==> config.mk <==
export PLATFORM = sky130hd
export DESIGN_NAME = alu_seq_unit_flat
export DESIGN_NICKNAME = d
export VERILOG_FILES = /design/src/rtl/alu_seq_pkg.sv /design/src/rtl/alu_seq_unit_if.sv /design/src/rtl/alu_iter_core.sv /design/src/rtl/alu_seq_unit.sv /design/src/flat_wrapper.sv
export SDC_FILE = /design/constraint.sdc
export NUM_CORES = 1
export LEC_CHECK = 0
export ABC_AREA = 1
export CORE_UTILIZATION = 60
export CTS_BUF_LIST = sky130_fd_sc_hd__clkbuf_8
export DETAILED_ROUTE_END_ITERATION = 16
export PLACE_DENSITY = 0.86
export SLEW_MARGIN = 0
export SYNTH_ARGS = -nofsm -noshare
export SYNTH_HDL_FRONTEND = slang
export SYNTH_SLANG_ARGS = --single-unit
==> constraint.sdc <==
create_clock -name clk -period 4.9 [get_ports clk]
set_clock_uncertainty 0.05 [all_clocks]
set_input_delay 1.225 -clock clk [delete_from_list [all_inputs] [get_ports clk]]
set_output_delay 1.225 -clock clk [all_outputs]
set_load 0.02 [all_outputs]
==> src/rtl/alu_seq_pkg.sv <==
`default_nettype none
// +----------------------------------------------------------------------------+
// | Package : alu_seq_pkg                                                      |
// | Shared encodings for the sequential ALU: function codes, post-shift        |
// | controls, iterative-core operation kinds and the control FSM states.       |
// | Revision: 1.0 - initial release                                            |
// +----------------------------------------------------------------------------+
package alu_seq_pkg;

  // Function codes carried on funct
  localparam int unsigned ALU_ADD  = 0;
  localparam int unsigned ALU_SUB  = 1;
  localparam int unsigned ALU_AND  = 2;
  localparam int unsigned ALU_OR   = 3;
  localparam int unsigned ALU_XOR  = 4;
  localparam int unsigned ALU_NOT  = 5;
  localparam int unsigned ALU_PSST = 6;
  localparam int unsigned ALU_PSSY = 7;
  localparam int unsigned ALU_SHL  = 8;
  localparam int unsigned ALU_SHR  = 9;
  localparam int unsigned ALU_SAR  = 10;
  localparam int unsigned ALU_MUL  = 11;

  // Post-shift encodings carried on shiftCtrl
  localparam logic [1:0] SH_NONE = 2'b00;
  localparam logic [1:0] SH_SHL1 = 2'b01;
  localparam logic [1:0] SH_SHR1 = 2'b10;
  localparam logic [1:0] SH_SAR1 = 2'b11;

  // Iterative-core operation kinds; these equal funct[1:0] of codes 8..11
  localparam logic [1:0] IT_SHL = 2'b00;
  localparam logic [1:0] IT_SHR = 2'b01;
  localparam logic [1:0] IT_SAR = 2'b10;
  localparam logic [1:0] IT_MUL = 2'b11;

  typedef enum logic [1:0] {
    S_IDLE = 2'd0,
    S_ITER = 2'd1,
    S_DONE = 2'd2
  } state_e;

endpackage
`default_nettype wire

==> src/rtl/alu_seq_unit_if.sv <==
`default_nettype none
// +----------------------------------------------------------------------------+
// | Interface : alu_seq_unit_if                                                |
// | Request/response bundle of the sequential ALU.                             |
// |   request : in_valid/in_ready, T, Y, funct, shiftCtrl                      |
// |   response: out_valid/out_ready, Result, flagZ/N/C/V, illegal              |
// |   master  : the requester (control unit); slave: the ALU                   |
// | Revision: 1.0 - initial release                                            |
// +----------------------------------------------------------------------------+
interface alu_seq_unit_if #(
  parameter int DATA_WIDTH  = 16,
  parameter int FUNCT_WIDTH = 5
);
  logic                   in_valid;
  logic                   in_ready;
  logic [DATA_WIDTH-1:0]  T;
  logic [DATA_WIDTH-1:0]  Y;
  logic [FUNCT_WIDTH-1:0] funct;
  logic [1:0]             shiftCtrl;
  logic                   out_valid;
  logic                   out_ready;
  logic [DATA_WIDTH-1:0]  Result;
  logic                   flagZ;
  logic                   flagN;
  logic                   flagC;
  logic                   flagV;
  logic                   illegal;

  modport master (
    output in_valid, T, Y, funct, shiftCtrl, out_ready,
    input  in_ready, out_valid, Result, flagZ, flagN, flagC, flagV, illegal
  );

  modport slave (
    input  in_valid, T, Y, funct, shiftCtrl, out_ready,
    output in_ready, out_valid, Result, flagZ, flagN, flagC, flagV, illegal
  );
endinterface
`default_nettype wire

==> src/rtl/alu_iter_core.sv <==
`default_nettype none
// +----------------------------------------------------------------------------+
// | Module  : alu_iter_core                                                    |
// | Bit-serial datapath for variable shifts (one position per step) and        |
// | unsigned shift-add multiply (one multiplier bit per step).                 |
// |   i_load     : capture operands, kind and step count                       |
// |   i_step     : advance one iteration                                       |
// |   o_acc_nxt  : accumulator value after the current step                    |
// |   o_carry_nxt: last bit shifted out after the current step (0 for MUL)     |
// |   o_last     : the current step is the final one                           |
// | Revision: 1.0 - initial release                                            |
// +----------------------------------------------------------------------------+
module alu_iter_core
  import alu_seq_pkg::*;
#(
  parameter int DATA_WIDTH = 16,
  parameter int CNT_WIDTH  = 5
) (
  input  wire                  clk,
  input  wire                  rst_n,
  input  wire                  i_load,
  input  wire                  i_step,
  input  wire [1:0]            i_kind,
  input  wire [DATA_WIDTH-1:0] i_t,
  input  wire [DATA_WIDTH-1:0] i_y,
  input  wire [CNT_WIDTH-1:0]  i_cnt_init,
  output logic [DATA_WIDTH-1:0] o_acc_nxt,
  output logic                 o_carry_nxt,
  output logic                 o_last
);

  logic [1:0]            r_kind;
  logic [CNT_WIDTH-1:0]  r_cnt;
  logic [DATA_WIDTH-1:0] r_acc;
  logic [DATA_WIDTH-1:0] r_mcand;
  logic [DATA_WIDTH-1:0] r_mplier;
  logic                  r_carry;

  // Next accumulator/carry are exposed so the caller can capture the final
  // value on the same edge that performs the last step.
  always_comb begin
    o_acc_nxt   = r_acc;
    o_carry_nxt = r_carry;
    case (r_kind)
      IT_SHL: begin
        o_acc_nxt   = {r_acc[DATA_WIDTH-2:0], 1'b0};
        o_carry_nxt = r_acc[DATA_WIDTH-1];
      end
      IT_SHR: begin
        o_acc_nxt   = {1'b0, r_acc[DATA_WIDTH-1:1]};
        o_carry_nxt = r_acc[0];
      end
      IT_SAR: begin
        o_acc_nxt   = {r_acc[DATA_WIDTH-1], r_acc[DATA_WIDTH-1:1]};
        o_carry_nxt = r_acc[0];
      end
      default: begin
        o_acc_nxt = r_mplier[0] ? (r_acc + r_mcand) : r_acc;
      end
    endcase
  end

  assign o_last = (r_cnt == CNT_WIDTH'(1));

  always_ff @(posedge clk or negedge rst_n) begin
    if (!rst_n) begin
      r_kind   <= IT_SHL;
      r_cnt    <= '0;
      r_acc    <= '0;
      r_mcand  <= '0;
      r_mplier <= '0;
      r_carry  <= 1'b0;
    end else if (i_load) begin
      r_kind   <= i_kind;
      r_cnt    <= i_cnt_init;
      r_acc    <= (i_kind == IT_MUL) ? '0 : i_t;
      r_mcand  <= i_t;
      r_mplier <= i_y;
      r_carry  <= 1'b0;
    end else if (i_step) begin
      r_cnt    <= r_cnt - CNT_WIDTH'(1);
      r_acc    <= o_acc_nxt;
      r_carry  <= o_carry_nxt;
      r_mcand  <= {r_mcand[DATA_WIDTH-2:0], 1'b0};
      r_mplier <= {1'b0, r_mplier[DATA_WIDTH-1:1]};
    end
  end

endmodule
`default_nettype wire

==> src/rtl/alu_seq_unit.sv <==
`default_nettype none
// +----------------------------------------------------------------------------+
// | Module  : alu_seq_unit                                                     |
// | Sequential ALU for the Forth core datapath. Logic/add ops finish in one    |
// | cycle; variable shifts and multiply run on alu_iter_core. A post-shift     |
// | is applied to the core result and Result/flags are registered.            |
// |   clk, rst_n : clock, asynchronous active-low reset                        |
// |   bus        : alu_seq_unit_if.slave (request + response handshakes)       |
// | Revision: 1.0 - initial release                                            |
// +----------------------------------------------------------------------------+
module alu_seq_unit
  import alu_seq_pkg::*;
#(
  parameter int DATA_WIDTH  = 16,
  parameter int FUNCT_WIDTH = 5,
  parameter int SHAMT_WIDTH = $clog2(DATA_WIDTH)
) (
  input wire            clk,
  input wire            rst_n,
  alu_seq_unit_if.slave bus
);

  localparam int c_CNT_WIDTH = SHAMT_WIDTH + 1;

  state_e                r_state;
  state_e                w_state_nxt;
  logic [1:0]            r_shctl;
  logic [DATA_WIDTH-1:0] r_result;
  logic                  r_z, r_n, r_c, r_v, r_illegal;

  logic [31:0]            w_fcode;
  logic                   w_accept;
  logic [SHAMT_WIDTH-1:0] w_shamt;
  logic                   w_goes_iter;
  logic [c_CNT_WIDTH-1:0] w_cnt_init;

  logic [DATA_WIDTH:0]   w_sum, w_diff;
  logic [DATA_WIDTH-1:0] w_alu_res;
  logic                  w_alu_c, w_alu_v, w_alu_ill;

  logic [DATA_WIDTH-1:0] w_core_acc_nxt;
  logic                  w_core_carry_nxt, w_core_last;

  logic [DATA_WIDTH-1:0] w_fin_res, w_ps;
  logic [1:0]            w_fin_sh;
  logic                  w_fin_c, w_fin_v, w_fin_ill, w_load_out;

  assign w_fcode  = 32'(bus.funct);
  assign w_accept = bus.in_valid && (r_state == S_IDLE);
  assign w_shamt  = bus.Y[SHAMT_WIDTH-1:0];

  // A shift by zero needs no iterations, so it completes like a one-cycle op.
  assign w_goes_iter = (w_fcode == ALU_MUL) ||
                       ((w_fcode >= ALU_SHL) && (w_fcode <= ALU_SAR) && (w_shamt != '0));
  assign w_cnt_init  = (w_fcode == ALU_MUL) ? c_CNT_WIDTH'(DATA_WIDTH)
                                            : {1'b0, w_shamt};

  // Single-cycle ALU, evaluated on the live request at the accept edge
  assign w_sum  = {1'b0, bus.T} + {1'b0, bus.Y};
  assign w_diff = {1'b0, bus.T} - {1'b0, bus.Y};

  always_comb begin
    w_alu_res = '0;
    w_alu_c   = 1'b0;
    w_alu_v   = 1'b0;
    w_alu_ill = 1'b0;
    case (w_fcode)
      ALU_ADD: begin
        w_alu_res = w_sum[DATA_WIDTH-1:0];
        w_alu_c   = w_sum[DATA_WIDTH];
        w_alu_v   = (bus.T[DATA_WIDTH-1] == bus.Y[DATA_WIDTH-1]) &&
                    (w_sum[DATA_WIDTH-1] != bus.T[DATA_WIDTH-1]);
      end
      ALU_SUB: begin
        w_alu_res = w_diff[DATA_WIDTH-1:0];
        w_alu_c   = ~w_diff[DATA_WIDTH];   // no borrow means T >= Y
        w_alu_v   = (bus.T[DATA_WIDTH-1] != bus.Y[DATA_WIDTH-1]) &&
                    (w_diff[DATA_WIDTH-1] != bus.T[DATA_WIDTH-1]);
      end
      ALU_AND:  w_alu_res = bus.T & bus.Y;
      ALU_OR:   w_alu_res = bus.T | bus.Y;
      ALU_XOR:  w_alu_res = bus.T ^ bus.Y;
      ALU_NOT:  w_alu_res = ~bus.T;
      ALU_PSST: w_alu_res = bus.T;
      ALU_PSSY: w_alu_res = bus.Y;
      ALU_SHL, ALU_SHR, ALU_SAR: w_alu_res = bus.T;  // zero-distance case
      ALU_MUL:  w_alu_res = '0;                        // always iterative
      default:  w_alu_ill = 1'b1;
    endcase
  end

  alu_iter_core #(
    .DATA_WIDTH (DATA_WIDTH),
    .CNT_WIDTH  (c_CNT_WIDTH)
  ) u_core (
    .clk         (clk),
    .rst_n       (rst_n),
    .i_load      (w_accept && w_goes_iter),
    .i_step      (r_state == S_ITER),
    .i_kind      (bus.funct[1:0]),
    .i_t         (bus.T),
    .i_y         (bus.Y),
    .i_cnt_init  (w_cnt_init),
    .o_acc_nxt   (w_core_acc_nxt),
    .o_carry_nxt (w_core_carry_nxt),
    .o_last      (w_core_last)
  );

  // Pick the finishing source: the iterative core in ITER, the live ALU in IDLE.
  // shiftCtrl comes from the latched copy once the request has left the bus.
  always_comb begin
    w_fin_res = w_alu_res;
    w_fin_c   = w_alu_c;
    w_fin_v   = w_alu_v;
    w_fin_ill = w_alu_ill;
    w_fin_sh  = bus.shiftCtrl;
    if (r_state == S_ITER) begin
      w_fin_res = w_core_acc_nxt;
      w_fin_c   = w_core_carry_nxt;
      w_fin_v   = 1'b0;
      w_fin_ill = 1'b0;
      w_fin_sh  = r_shctl;
    end
  end

  always_comb begin
    w_ps = w_fin_res;
    case (w_fin_sh)
      SH_SHL1: w_ps = {w_fin_res[DATA_WIDTH-2:0], 1'b0};
      SH_SHR1: w_ps = {1'b0, w_fin_res[DATA_WIDTH-1:1]};
      SH_SAR1: w_ps = {w_fin_res[DATA_WIDTH-1], w_fin_res[DATA_WIDTH-1:1]};
      default: w_ps = w_fin_res;
    endcase
  end

  assign w_load_out = (w_accept && !w_goes_iter) ||
                      ((r_state == S_ITER) && w_core_last);

  always_comb begin
    w_state_nxt = r_state;
    case (r_state)
      S_IDLE:  if (bus.in_valid)  w_state_nxt = w_goes_iter ? S_ITER : S_DONE;
      S_ITER:  if (w_core_last)   w_state_nxt = S_DONE;
      S_DONE:  if (bus.out_ready) w_state_nxt = S_IDLE;
      default: w_state_nxt = S_IDLE;
    endcase
  end

  always_ff @(posedge clk or negedge rst_n) begin
    if (!rst_n) begin
      r_state   <= S_IDLE;
      r_shctl   <= SH_NONE;
      r_result  <= '0;
      r_z       <= 1'b0;
      r_n       <= 1'b0;
      r_c       <= 1'b0;
      r_v       <= 1'b0;
      r_illegal <= 1'b0;
    end else begin
      r_state <= w_state_nxt;
      if (w_accept) r_shctl <= bus.shiftCtrl;
      if (w_load_out) begin
        r_result  <= w_ps;
        r_z       <= (w_ps == '0);
        r_n       <= w_ps[DATA_WIDTH-1];
        r_c       <= w_fin_c;
        r_v       <= w_fin_v;
        r_illegal <= w_fin_ill;
      end
    end
  end

  assign bus.in_ready  = (r_state == S_IDLE);
  assign bus.out_valid = (r_state == S_DONE);
  assign bus.Result    = r_result;
  assign bus.flagZ     = r_z;
  assign bus.flagN     = r_n;
  assign bus.flagC     = r_c;
  assign bus.flagV     = r_v;
  assign bus.illegal   = r_illegal;

endmodule
`default_nettype wire

==> src/flat_wrapper.sv <==
// flat-port wrapper written by rule: the top's interface ports become plain ports
module alu_seq_unit_flat import alu_seq_pkg::*;
#(
  parameter int DATA_WIDTH  = 16,
  parameter int FUNCT_WIDTH = 5,
  parameter int SHAMT_WIDTH = $clog2(DATA_WIDTH)
)
  (clk, rst_n, bus_in_valid, bus_T, bus_Y, bus_funct, bus_shiftCtrl, bus_out_ready, bus_in_ready, bus_out_valid, bus_Result, bus_flagZ, bus_flagN, bus_flagC, bus_flagV, bus_illegal);
  alu_seq_unit_if #(.DATA_WIDTH(DATA_WIDTH), .FUNCT_WIDTH(FUNCT_WIDTH)) bus_i ();
  input wire clk;
  input wire rst_n;
  input wire logic [$bits(bus_i.in_valid)-1:0] bus_in_valid;
  input wire logic [$bits(bus_i.T)-1:0] bus_T;
  input wire logic [$bits(bus_i.Y)-1:0] bus_Y;
  input wire logic [$bits(bus_i.funct)-1:0] bus_funct;
  input wire logic [$bits(bus_i.shiftCtrl)-1:0] bus_shiftCtrl;
  input wire logic [$bits(bus_i.out_ready)-1:0] bus_out_ready;
  output wire logic [$bits(bus_i.in_ready)-1:0] bus_in_ready;
  output wire logic [$bits(bus_i.out_valid)-1:0] bus_out_valid;
  output wire logic [$bits(bus_i.Result)-1:0] bus_Result;
  output wire logic [$bits(bus_i.flagZ)-1:0] bus_flagZ;
  output wire logic [$bits(bus_i.flagN)-1:0] bus_flagN;
  output wire logic [$bits(bus_i.flagC)-1:0] bus_flagC;
  output wire logic [$bits(bus_i.flagV)-1:0] bus_flagV;
  output wire logic [$bits(bus_i.illegal)-1:0] bus_illegal;
  assign bus_i.in_valid = bus_in_valid;
  assign bus_i.T = bus_T;
  assign bus_i.Y = bus_Y;
  assign bus_i.funct = bus_funct;
  assign bus_i.shiftCtrl = bus_shiftCtrl;
  assign bus_i.out_ready = bus_out_ready;
  assign bus_in_ready = bus_i.in_ready;
  assign bus_out_valid = bus_i.out_valid;
  assign bus_Result = bus_i.Result;
  assign bus_flagZ = bus_i.flagZ;
  assign bus_flagN = bus_i.flagN;
  assign bus_flagC = bus_i.flagC;
  assign bus_flagV = bus_i.flagV;
  assign bus_illegal = bus_i.illegal;
  alu_seq_unit #(.DATA_WIDTH(DATA_WIDTH), .FUNCT_WIDTH(FUNCT_WIDTH), .SHAMT_WIDTH(SHAMT_WIDTH)) u_core (.clk(clk), .rst_n(rst_n), .bus(bus_i));
endmodule
==> results.py, run 1 <==
metrics = {
    "cts": {
        "cts.repair.resized": 0,
        "number_of_clock_buffers_inserted_by_tritoncts": 9,
        "clkSlewWorstSetupHoldPaths_ps": 90,
        "cts-hold-fix-buffers": 0,
        "clockRootBuffer": "clkbuf_8",
        "cts-htree-levels": 3,
        "clock_insertion_delay_worst_skew_ps": 360,
        "clock_sinks": 80,
        "cts_tree": "done",
        "postCtsSetupBuffers": 0,
        "cts.path.max_buffers": 2,
    },
    "layout": {
        "design_area_sq_um": 9980,
        "layout.cells.most_common": "nand2_1",
        "multi_input_comb_area_sq_um": 5840,
        "most-common-layout-cells": "nand2_1, inv_1, nand3_1",
        "finish.utilization_pct": 68.4,
        "insertedDiodeCount": 0,
        "layout.area.seq_sq_um": 2000,
        "final_layout_size_suffix_gt1_share_pct": 3.81,
        "finalNonFillerCells": 1731,
        "synthToLayoutAreaGrowth_pct": 11.1,
        "finish.net_count": 1661,
        "nFillCells": 1432,
    },
    "die": {
        "floorplan.rows": 44,
        "area_of_the_core_region_sq_um": 14600,
        "die_x_um": 124,
        "dieArea_sq_um": 15500,
        "pin_count": 66,
        "starting_density_of_the_core_pct": 61.6,
        "die_h_um": 124,
    },
    "power_and_ir_drop": {
        "total_leakage_power_uw": 0.00530,
        "p_comb_share_pct": 58.9,
        "p_int_uw": 2180,
        "net-switching-power_uw": 2140,
        "cellPowerDensity_nw_per_um2": 433,
        "seq_power_share_pct": 28.3,
        "power.share.clock_pct": 12.8,
        "switching_share_pct": 49.6,
        "peakVddDrop_mv": 0.230,
    },
    "routing": {
        "dr_wl_cell_um": 17.7,
        "via_count": 10400,
        "route.detailed.vias_per_inst": 5.99,
        "postRouteAntennaNets": 0,
        "highest-signal-layer": "met4",
        "remaining_drc_errors": 0,
        "route.met2.wl_um": 14200,
        "wl_met3_um": 2550,
        "m1WireLength_um": 12200,
        "initialDrtViolationCount": 1254,
        "finalWirelength_um": 30700,
        "detailedRoute.firstPassIterationCount": 5,
    },
    "timing": {
        "timing.max_slew.rel_slack_pct": 33.3,
        "unrepaired_setup_endpoints_after_global_routing": "no",
        "post_route_setup_tns_ps": 0,
        "clock.fmax_ghz": 0.234,
        "hold_viol": 0,
        "setup_viol": 0,
        "number_of_pins_with_negative_max_slew_slack_in_the_final_report": 0,
        "min_period_ps": 4270,
        "period_share_pct": 87.1,
        "tightestPinTransition_ps": 1000,
    },
    "global_routing": {
        "grt_max_degree": 81,
        "number_of_antenna_violations_at_the_first_check_in_global_routing": 0,
        "grt_pass1_wl_um": 50000,
        "grt_pass1_vias": 9805,
        "global_route.overflow_total": 0,
        "grt_use_total_pct": 40.3,
    },
    "hold_path": {
        "worstHoldPathType": "flop to flop",
        "worstHoldPathCells": 2,
        "worstHoldEndpoint": "u_core.bus.Result[7]",
        "hold_path_startpoint": "u_core.bus.Result[7]",
    },
    "setup_path": {
        "startpoint": "bus_Y[0]",
        "crit_slowest_cell": "clkdlybuf4s50_1",
        "setup.worst_path.start_class": "input port",
        "reg2reg_to": "u_core.bus.flagZ",
        "critical_path_at_ps": 4520,
        "cp_common_cell": "nand2_1",
        "critical_path.max_stage_delay_ps": 570,
        "worst_ep_required_time_ps": 5160,
        "crit_type": "input port to flop",
        "beginning_of_the_worst_register_to_register_path": "u_core.u_core.r_kind[0]",
        "r2r_cells": 15,
        "cp.buffers_inverters": 3,
        "worstPathMaxFanout": 5,
        "r2r_setup_slk_ps": 1800,
        "critPathTopFamily": "simple AND/OR/NAND/NOR gates",
        "path_cells": "clkdlybuf4s50_1 > ha_1 > inv_1 > fa_1 > inv_1 > nand3_1 > nand3_1 > nand2_1 > nand2_1 > nand2_1 > nand2_1 > nand2_1 > nand3_1 > nand4_1 > nand2_1 > nor2_1 > nor2_1 > nand3_1 > nor2_1 > nand2_1 > nand2_1",
        "crit_path_end_kind": "flop",
    },
    "placed_design": {
        "io_buffers": 65,
        "detailedPlacementHpwl_um": 24000,
        "placed_area_sq_um": 9770,
        "routabilityCongestion": 1.06,
        "place.detailed.instances": 1716,
    },
    "yosys": {
        "synth.distinct_cells": 42,
        "ys_ff_latch": 80,
        "post_synth_edffs": 0,
        "syn-instance-count": 1501,
        "synthArstFlopShare_pct": 100,
        "post_synth_instance_area_sq_um": 8990,
        "average_size_of_a_mapped_cell_sq_um": 5.99,
        "synthFlopType": "dfrtp_1",
        "synth-seq-area-share_pct": 22.3,
        "synth.net_count": 1619,
        "synth_warnings": 0,
    },
    "status": {
        "outcome": "finished clean",
    },
    "flow_run": {
        "cap_violations": 0,
    },
}
-- worst min-delay path, stage by stage, from the launching register on --
cell     delay, ps
dfrtp_1        350
nand2_1         50
nand2_1         50
-- cells by family after synthesis --
group	after synthesis	synth area share (%)
buf+inv	293	12.8
compound gates	186	13.0
xor+xnor	6	0.585
simple gates	861	40.7
fa+ha+maj	75	10.7
flops	80	22.3
-- layout make-up --
type                    instances  area share [%]
clock buffers                   9            1.24
clock inverters                 6           0.927
inverters                     240            9.02
multi-input cells            1128            58.5
flip-flops and latches         80            20.1
well taps                     184            2.31
repair buffers                 84            7.92
-- worst max path at each step --
stage / endpoint / slack [ps] / cells past startpoint
after detailed placement: u_core.bus.flagZ / 320 / 21
after global placement: u_core.bus.flagZ / 290 / 21
after floorplan: u_core.bus.flagZ / 1700 / 20
final: u_core.bus.flagZ / 630 / 21
after CTS: u_core.bus.flagZ / 700 / 21
after global routing: u_core.bus.flagZ / 350 / 21
-- cell usage after synthesis, types with 7 or more instances --
cell,number,area [sq um]
o21ai_0,63,315
o221ai_1,30,263
dfrtp_1,80,2000
nor2_2,7,43.8
ha_1,72,901
inv_1,230,863
and2_1,7,43.8
nand3_1,168,841
nand4_1,36,225
o211ai_1,10,75.1
a21oi_1,43,215
nand2_1,458,1720
nand3b_1,9,67.6
buf_2,21,105
inv_2,7,26.3
nor2_1,158,593
nor3_1,9,45.0
clkbuf_1,25,93.8
o22ai_1,12,75.1
-- flip-flops by register name, indices dropped and copies added (netlist names), 2 cells and up --
signal / flops
u_core.bus.Result: 15
u_core.r_shctl: 2
u_core.r_state: 2
u_core.u_core.r_acc: 16
u_core.u_core.r_cnt: 5
u_core.u_core.r_kind: 2
u_core.u_core.r_mcand: 16
u_core.u_core.r_mplier: 16
-- power groups by stage --
stage / clock (uW) / combinational (uW) / sequential, uW
final: 554 / 2540 / 1220
after global routing: 580 / 2870 / 1250
after CTS: 551 / 2510 / 1210
after detailed placement: 0 / 2490 / 1220
after global placement: 0 / 2440 / 1220
after floorplan: 0 / 1740 / 1210
-- stage by stage --
stage | total power, uW | setup slack, ps | hold slack (ps)
global placement | 3660 | 288 | 405
finish | 4320 | 634 | 440
floorplan | 2940 | 1700 | 393
CTS | 4280 | 696 | 441
detailed placement | 3720 | 318 | 420
global route | 4700 | 348 | 471
-- layer usage --
metal | up-vias | GRT usage (%)
met4 | 0 | 22.0
met2 | 573 | 65.5
met5 | - | 0
met3 | 111 | 4.68
li1 | 4933 | -
met1 | 4746 | 52.3
No activity file was read; power rests on OpenSTA's default activity.
==> run 2: changes to the inputs <==
--- a/config.mk
+++ b/config.mk
@@ -5,11 +5,11 @@
 export SDC_FILE = /design/constraint.sdc
 export NUM_CORES = 1
 export LEC_CHECK = 0
-export ABC_AREA = 1
 export CORE_UTILIZATION = 60
 export CTS_BUF_LIST = sky130_fd_sc_hd__clkbuf_8
+export CTS_CLUSTER_DIAMETER = 40
 export DETAILED_ROUTE_END_ITERATION = 16
-export PLACE_DENSITY = 0.86
+export PLACE_DENSITY = 0.87
 export SLEW_MARGIN = 0
 export SYNTH_ARGS = -nofsm -noshare
 export SYNTH_HDL_FRONTEND = slang
==> run 2 against run 1 <==
Sequential cell count stayed put. Fmax is 9.4% lower. Wire length is 0.32% higher. Hold slack better by 8.4 ps. Core utilization is 8.1 points higher. Die area is 7.9% lower. Cell area is 2.4% higher. Final cell count is 17% lower. Critical endpoint unchanged. Largest power group unchanged.
==> results.py, run 2 <==
metrics = {
    "timing": {
        "clock.fmax_ghz": 0.212,
        "tightestPinTransition_ps": 945,
        "period_share_pct": 96.2,
        "number_of_pins_with_negative_max_slew_slack_in_the_final_report": 0,
        "setup_viol": 0,
        "hold_viol": 0,
        "post_route_setup_tns_ps": 0,
        "timing.max_slew.rel_slack_pct": 37.0,
        "min_period_ps": 4710,
        "unrepaired_setup_endpoints_after_global_routing": "no",
    },
    "yosys": {
        "syn-instance-count": 1103,
        "synth-simple-area-share_pct": 22.4,
        "average_size_of_a_mapped_cell_sq_um": 7.50,
        "synth.area.mux_share_pct": 2.28,
        "synth.largest_area_cell": "dfrtp_1",
        "synth.distinct_cells": 77,
        "synth_warnings": 0,
        "synth.net_count": 1221,
        "synthFlopType": "dfrtp_1",
        "synthArstFlopShare_pct": 100,
        "synthXorXnorAreaFrac_pct": 2.22,
        "ys_ff_latch": 80,
        "synth_top_family_by_area": "compound AO/OA/AOI/OAI gates",
        "post_synth_most_frequent_cells": "nand2_1, nor2_1, a21oi_1",
        "synth-seq-area-share_pct": 24.2,
        "synth_compound_area_share_pct": 31.0,
        "post_synth_fa_ha_maj_area_fraction_pct": 11.6,
        "post_synth_edffs": 0,
        "ys_top_cells_by_area": "dfrtp_1, ha_1, nand2_1, nor2_1, a21oi_1",
        "yosys.cell_count.top_type": "nand2_1",
        "synthDominantCellAreaShare_pct": 24.2,
        "post_synth_instance_area_sq_um": 8270,
    },
    "layout": {
        "largest_registers": "u_core.u_core.r_acc (16), u_core.u_core.r_mcand (16), u_core.u_core.r_mplier (16)",
        "insertedDiodeCount": 0,
        "synthToLayoutAreaGrowth_pct": 23.6,
        "final_layout_size_suffix_gt1_share_pct": 15.5,
        "finish.utilization_pct": 76.6,
        "nFillCells": 1014,
        "layout.cells.most_common": "buf_4",
        "finish.net_count": 1367,
        "most-common-layout-cells": "buf_4, nand2_1, nor2_1",
    },
    "cts": {
        "cts.path.max_buffers": 2,
        "cts-htree-levels": 3,
        "clkSlewWorstSetupHoldPaths_ps": 110,
        "cts_tree": "done",
        "clockRootBuffer": "clkbuf_8",
        "clock_insertion_delay_worst_skew_ps": 400,
        "clock_sinks": 80,
        "number_of_clock_buffers_inserted_by_tritoncts": 9,
        "cts-hold-fix-buffers": 0,
    },
    "status": {
        "outcome": "finished clean",
    },
    "placed_design": {
        "routabilityCongestion": 1.02,
        "detailedPlacementHpwl_um": 23300,
        "io_buffers": 65,
    },
    "power_and_ir_drop": {
        "peakVddDrop_mv": 0.218,
        "total_leakage_power_uw": 0.00461,
        "power_uw": 4040,
        "cellPowerDensity_nw_per_um2": 396,
    },
    "die": {
        "die_h_um": 119,
        "floorplan.rows": 42,
        "area_of_the_core_region_sq_um": 13300,
        "starting_density_of_the_core_pct": 62.0,
        "pin_count": 66,
        "die_x_um": 119,
        "dieArea_sq_um": 14300,
    },
    "setup_path": {
        "setup.worst_path.start_class": "input port",
        "critical_path_at_ps": 4990,
        "worstPathMaxFanout": 3,
        "crit_path_end_kind": "flop",
        "crit_type": "input port to flop",
        "worst_ep_required_time_ps": 5180,
    },
    "global_routing": {
        "grt_max_degree": 45,
        "grt_pass1_vias": 8975,
        "grt_use_total_pct": 43.9,
        "global_route.overflow_total": 0,
        "number_of_antenna_violations_at_the_first_check_in_global_routing": 0,
        "grt_pass1_wl_um": 48300,
    },
    "flow_run": {
        "cap_violations": 0,
    },
    "routing": {
        "route.detailed.vias_per_inst": 6.68,
        "detailedRoute.firstPassIterationCount": 8,
        "initialDrtViolationCount": 1416,
        "postRouteAntennaNets": 0,
        "dr_wl_cell_um": 21.5,
        "via_count": 9549,
        "finalWirelength_um": 30800,
        "remaining_drc_errors": 0,
    },
    "hold_path": {
        "worstHoldPathType": "flop to flop",
    },
}
[run 2: worst paths after layout]
| path | startpoint | endpoint | slack [ps] | cells past startpoint |
|---|---|---|---|---|
| max in group asynchronous | rst_n | u_core.u_core.r_mcand[12] | 3070 | 2 |
| min in group asynchronous | rst_n | u_core.u_core.r_mplier[4] | 780 | 1 |
| min | u_core.bus.flagV | u_core.bus.flagV | 450 | 2 |
| min reg2reg | u_core.bus.flagV | u_core.bus.flagV | 450 | 2 |
| max | bus_T[1] | u_core.bus.flagZ | 190 | 16 |
| max reg2reg | u_core.u_core.r_acc[0] | u_core.bus.flagZ | 940 | 15 |
[run 2: cell type report]
class	count	area [sq um]	area share [%]
Inverter	56	210	2.06
Multi-Input combinational cell	889	5780	56.6
Sequential cell	80	2000	19.6
Tap cell	176	220	2.16
Clock buffer	9	124	1.21
Clock inverter	7	83.8	0.820
Timing Repair Buffer	213	1800	17.6
[run 2: critical path, stage by stage]
cell	delay (ps)
clkdlybuf4s50_1	500
inv_1	90
buf_4	150
fa_1	420
buf_4	160
nor2b_1	110
o211ai_1	200
a21oi_2	230
or4_1	130
a41oi_1	140
nor2_1	180
a22o_1	160
a21oi_1	60
or4b_1	560
or4_4	500
a22oi_2	180
[run 2: timing repair]
| action | in CTS | in global routing |
|---|---|---|
| gates resized for setup | 0 | 9 |
| endpoints found under the hold margin | 0 | 0 |
| setup endpoints to repair | 0 | 1 |
| setup buffers | 0 | 1 |
[run 2: through the flow]
step                      worst slack, ps  cell area [sq um]  hold WS [ps]  std cells
final                                 188              10200           448       1430
after global routing                 17.1              10200           456       1430
after CTS                             202              10200           445       1429
after detailed placement             -190               9970           425       1413
after global placement               -137               9970           422       1413
after floorplan                       533               8270           419       1103
[run 2: logic make-up (layout without fill, tap and decap cells)]
family,after synthesis,after routing
AOI/OAI and AO/OA,373,373
xor gates and xnor gates,21,21
adders and majority gates,75,75
buffers and inverters,134,285
DFF,80,80
muxes,18,18
and+or+nand+nor,402,402
[run 2: layer usage]
metal  up-vias  wire (um)  part of all wire (%)  GRT usage [%]
li1       4352          -                     -              -
met2       632      13600                    44           69.4
met5         -          0                     0              0
met1      4452      12500                    41           58.9
met3       113       3460                    11           8.96
met4         0       1180                   3.8           17.2
[run 2: power by group]
group	internal, uW	switching, uW	total [uW]
clock network	246	313	559
logic	998	1250	2240
registers	932	308	1240
total	2180	1870	4040
==> run 3: changes to the inputs <==
--- a/config.mk
+++ b/config.mk
@@ -5,11 +5,13 @@
 export SDC_FILE = /design/constraint.sdc
 export NUM_CORES = 1
 export LEC_CHECK = 0
+export ABC_CLOCK_PERIOD_IN_PS = 4900
 export CORE_UTILIZATION = 60
 export CTS_BUF_LIST = sky130_fd_sc_hd__clkbuf_8
-export CTS_CLUSTER_DIAMETER = 40
+export CTS_CLUSTER_DIAMETER = 150
 export DETAILED_ROUTE_END_ITERATION = 16
 export PLACE_DENSITY = 0.87
+export SKIP_CTS_REPAIR_TIMING = 1
 export SLEW_MARGIN = 0
 export SYNTH_ARGS = -nofsm -noshare
 export SYNTH_HDL_FRONTEND = slang
==> results of run 3 <==
The final DEF is identical to that of run 2; final timing and power are the same.
==> variant: new RTL, flow settings as in run 2 <==
`DATA_WIDTH` is set to 16 in 4 places; all go to 8.
--- a/src/rtl/alu_seq_unit_if.sv
+++ b/src/rtl/alu_seq_unit_if.sv
@@ -8,7 +8,7 @@
 // | Revision: 1.0 - initial release                                            |
 // +----------------------------------------------------------------------------+
 interface alu_seq_unit_if #(
-  parameter int DATA_WIDTH  = 16,
+  parameter int DATA_WIDTH  = 8,
   parameter int FUNCT_WIDTH = 5
 );
   logic                   in_valid;
--- a/src/rtl/alu_iter_core.sv
+++ b/src/rtl/alu_iter_core.sv
@@ -13,7 +13,7 @@
 module alu_iter_core
   import alu_seq_pkg::*;
 #(
-  parameter int DATA_WIDTH = 16,
+  parameter int DATA_WIDTH = 8,
   parameter int CNT_WIDTH  = 5
 ) (
   input  wire                  clk,
--- a/src/rtl/alu_seq_unit.sv
+++ b/src/rtl/alu_seq_unit.sv
@@ -11,7 +11,7 @@
 module alu_seq_unit
   import alu_seq_pkg::*;
 #(
-  parameter int DATA_WIDTH  = 16,
+  parameter int DATA_WIDTH  = 8,
   parameter int FUNCT_WIDTH = 5,
   parameter int SHAMT_WIDTH = $clog2(DATA_WIDTH)
 ) (
--- a/src/flat_wrapper.sv
+++ b/src/flat_wrapper.sv
@@ -1,7 +1,7 @@
 // flat-port wrapper written by rule: the top's interface ports become plain ports
 module alu_seq_unit_flat import alu_seq_pkg::*;
 #(
-  parameter int DATA_WIDTH  = 16,
+  parameter int DATA_WIDTH  = 8,
   parameter int FUNCT_WIDTH = 5,
   parameter int SHAMT_WIDTH = $clog2(DATA_WIDTH)
 )
Ports: changed (resized bus_Result, bus_T and bus_Y); port bits go from 66 to 42. No check against the original RTL was run, so the function may have changed too.
==> variant against run 2 <==
Utilization is 5.0 points lower. Worst hold slack gained 0.017 ns. Setup slack improved by 0.31 ns. Cell area is 51% lower. Clock power is 56% lower. Sequential cell count fell by 33. Wire length down 59%. Area after synthesis is 47% lower. Total power is 52% lower. Sequential share of layout area is 4.1 points higher. Count of clock-buffer cells in the layout decreased by 4.
==> variant: results (changes against run 2) <==
- Status: finished, final reports clean (unchanged)
- Crit. Startpoint: bus_T[1] (unchanged)
- Post-synth cell types: 71 (was 77)
- Clk root buf: clkbuf_8 (unchanged)
- FFs w/ async S/R, synth: 1.00 (unchanged)
- Pin count of the biggest net entering global routing: 62 (was 45)
- Sequential element share of the synthesized area: 0.267 (was 0.242)
- Largest registers: u_core.u_core.r_acc (8), u_core.u_core.r_mcand (8), u_core.u_core.r_mplier (8) (was u_core.u_core.r_acc (16), u_core.u_core.r_mcand (16), u_core.u_core.r_mplier (16))
- P_int: 1.08 mW (was 2.18 mW)
- Vias in the first global route: 4024 (was 8975)
- Starting DRT DRC Count: 292 (was 1416)
- Synth area leaders: dfrtp_1 27%, ha_1 11%, nand2_1 6.5%, o21ai_0 5.5%, mux2i_1 4.8% (was dfrtp_1 24%, ha_1 11%, nand2_1 6.2%, nor2_1 5.8%, a21oi_1 5.1%)
- Avg WL per Cell: 18.7 um (was 21.5 um)
- Reg2reg start: u_core.u_core.r_cnt[1]$_DFFE_PN0P_ (was u_core.u_core.r_acc[0]$_DFFE_PN0P_)
- Clock Pin Slew Worst Setup and Hold Paths: 0.10 ns
- Leakage: 2.14 nW (was 4.61 nW)
- Number of diodes: 0 (unchanged)
- Post-CTS setup buffer count: 0 (unchanged)
- Worst slew margin: 0.242 (was 0.370)
- First-pass GRT wire length: 20.4 mm (was 48.3 mm)
- Placed instance count: 664 (was 1413)
- Synth Net Count: 615 (was 1221)
- H-tree depth: 2 (was 3)
- Final GP Congestion: 0.939 (was 1.02)
- Worst path top cell family by delay: compound AO/OA/AOI/OAI gates (was simple AND/OR/NAND/NOR gates)
- Layout cells sized above 1: 0.0747 (was 0.155)
- Total track usage: 0.344 (was 0.439)
- Post-synth top cells: 76 x nand2_1, 48 x o21ai_0, 47 x dfrtp_1 (was 137 x nand2_1, 127 x nor2_1, 84 x a21oi_1)
- Slowest stage delay, CP: 0.63 ns (was 0.56 ns)
- DR pass1 iterations: 5 (was 8)
- Hold wc startpoint: u_core.bus.illegal$_DFFE_PN0P_ (was u_core.bus.flagV$_DFFE_PN0P_)
- Filler cells: 565 (was 1014)
- Worst Hold Class: flop to flop (unchanged)
- Critical path peak fanout: 6 (was 3)
- CP Data Arrival Time: 4.57 ns (was 4.99 ns)
- Maximum vdd drop: 0.244 mV (was 0.218 mV)
- DP HPWL: 9.31 mm (was 23.3 mm)
- Final WL: 12.6 mm (was 30.8 mm)
- Via/cell ratio: 6.47 (was 6.68)
- Slowest cell on crit path: clkdlybuf4s50_1 (was or4b_1)
- Total CTS buffers: 5 (was 9)
- Synth warn: 0 (unchanged)
- Area post-placement: 0.00488 mm2 (was 0.00997 mm2)
- Post-Syn Area per Cell: 8.04 um2 (was 7.50 um2)
- NumNets Final: 642 (was 1367)
- CTS resizes: 0 (unchanged)
- Worst skew pair latency: 0.31 ns (was 0.40 ns)
- Synth Flop Type: dfrtp_1 (unchanged)
- IO buf count: 41 (was 65)
- Initial antenna violation count: 0 (unchanged)
- CTS max path bufs: 2 (unchanged)
[variant: stage by stage]
step           utilization  worst slack [ns]
6_report             0.715             0.501
5_1_grt              0.715             0.297
4_1_cts              0.715             0.550
3_5_place_dp         0.703             0.290
3_3_place_gp         0.703             0.269
2_1_floorplan            -              1.25
[variant: final cells by class]
type / count / area, um2 / area share
Multi-Input combinational cell: 430 / 2940 / 0.591
Sequential cell: 47 / 1180 / 0.237
Timing Repair Buffer: 55 / 510 / 0.103
Tap cell: 96 / 120 / 0.0242
Clock inverter: 3 / 20.0 / 0.00403
Clock buffer: 5 / 68.8 / 0.0139
Inverter: 36 / 135 / 0.0272
[variant: cell families after synthesis]
kind of cell	count (synthesis)	share of synthesized area
AND/OR/NAND/NOR	181	0.194
buffers and inverters	71	0.0684
AO/OA/AOI/OAI	169	0.263
multiplexers	28	0.0656
XOR/XNOR	12	0.0239
adder cells (fa/ha/maj)	40	0.119
flip-flops	47	0.267
[variant: per-layer routing]
| layer | wire length, um | global-route usage |
|---|---|---|
| met5 | 0 | 0 |
| met4 | 436 | 0.136 |
| met3 | 1100 | 0.0547 |
| met2 | 5830 | 0.568 |
| met1 | 5190 | 0.453 |
[variant: power by group through the flow]
| stage | Sequential [mW] | Clock [mW] | Combinational, mW |
|---|---|---|---|
| after detailed placement | 0.710 | 0 | 0.960 |
| final | 0.708 | 0.248 | 0.981 |
| after CTS | 0.703 | 0.249 | 0.965 |
| after global placement | 0.702 | 0 | 0.920 |
| after global routing | 0.727 | 0.262 | 1.08 |
| after floorplan | 0.690 | 0 | 0.670 |
[variant: worst paths after layout]
kind                                                     end  slack [ns]  cells after the start
min                           u_core.bus.illegal$_DFFE_PN0P_        0.47                      1
max in group asynchronous   u_core.bus.Result[1]$_DFFE_PN0P_        3.07                      1
min in group asynchronous  u_core.u_core.r_carry$_DFFE_PN0P_        1.05                      1
max reg2reg                     u_core.bus.flagZ$_DFFE_PN0P_        1.56                      8
min reg2reg                   u_core.bus.illegal$_DFFE_PN0P_        0.47                      1
max                             u_core.bus.flagZ$_DFFE_PN0P_        0.50                     11
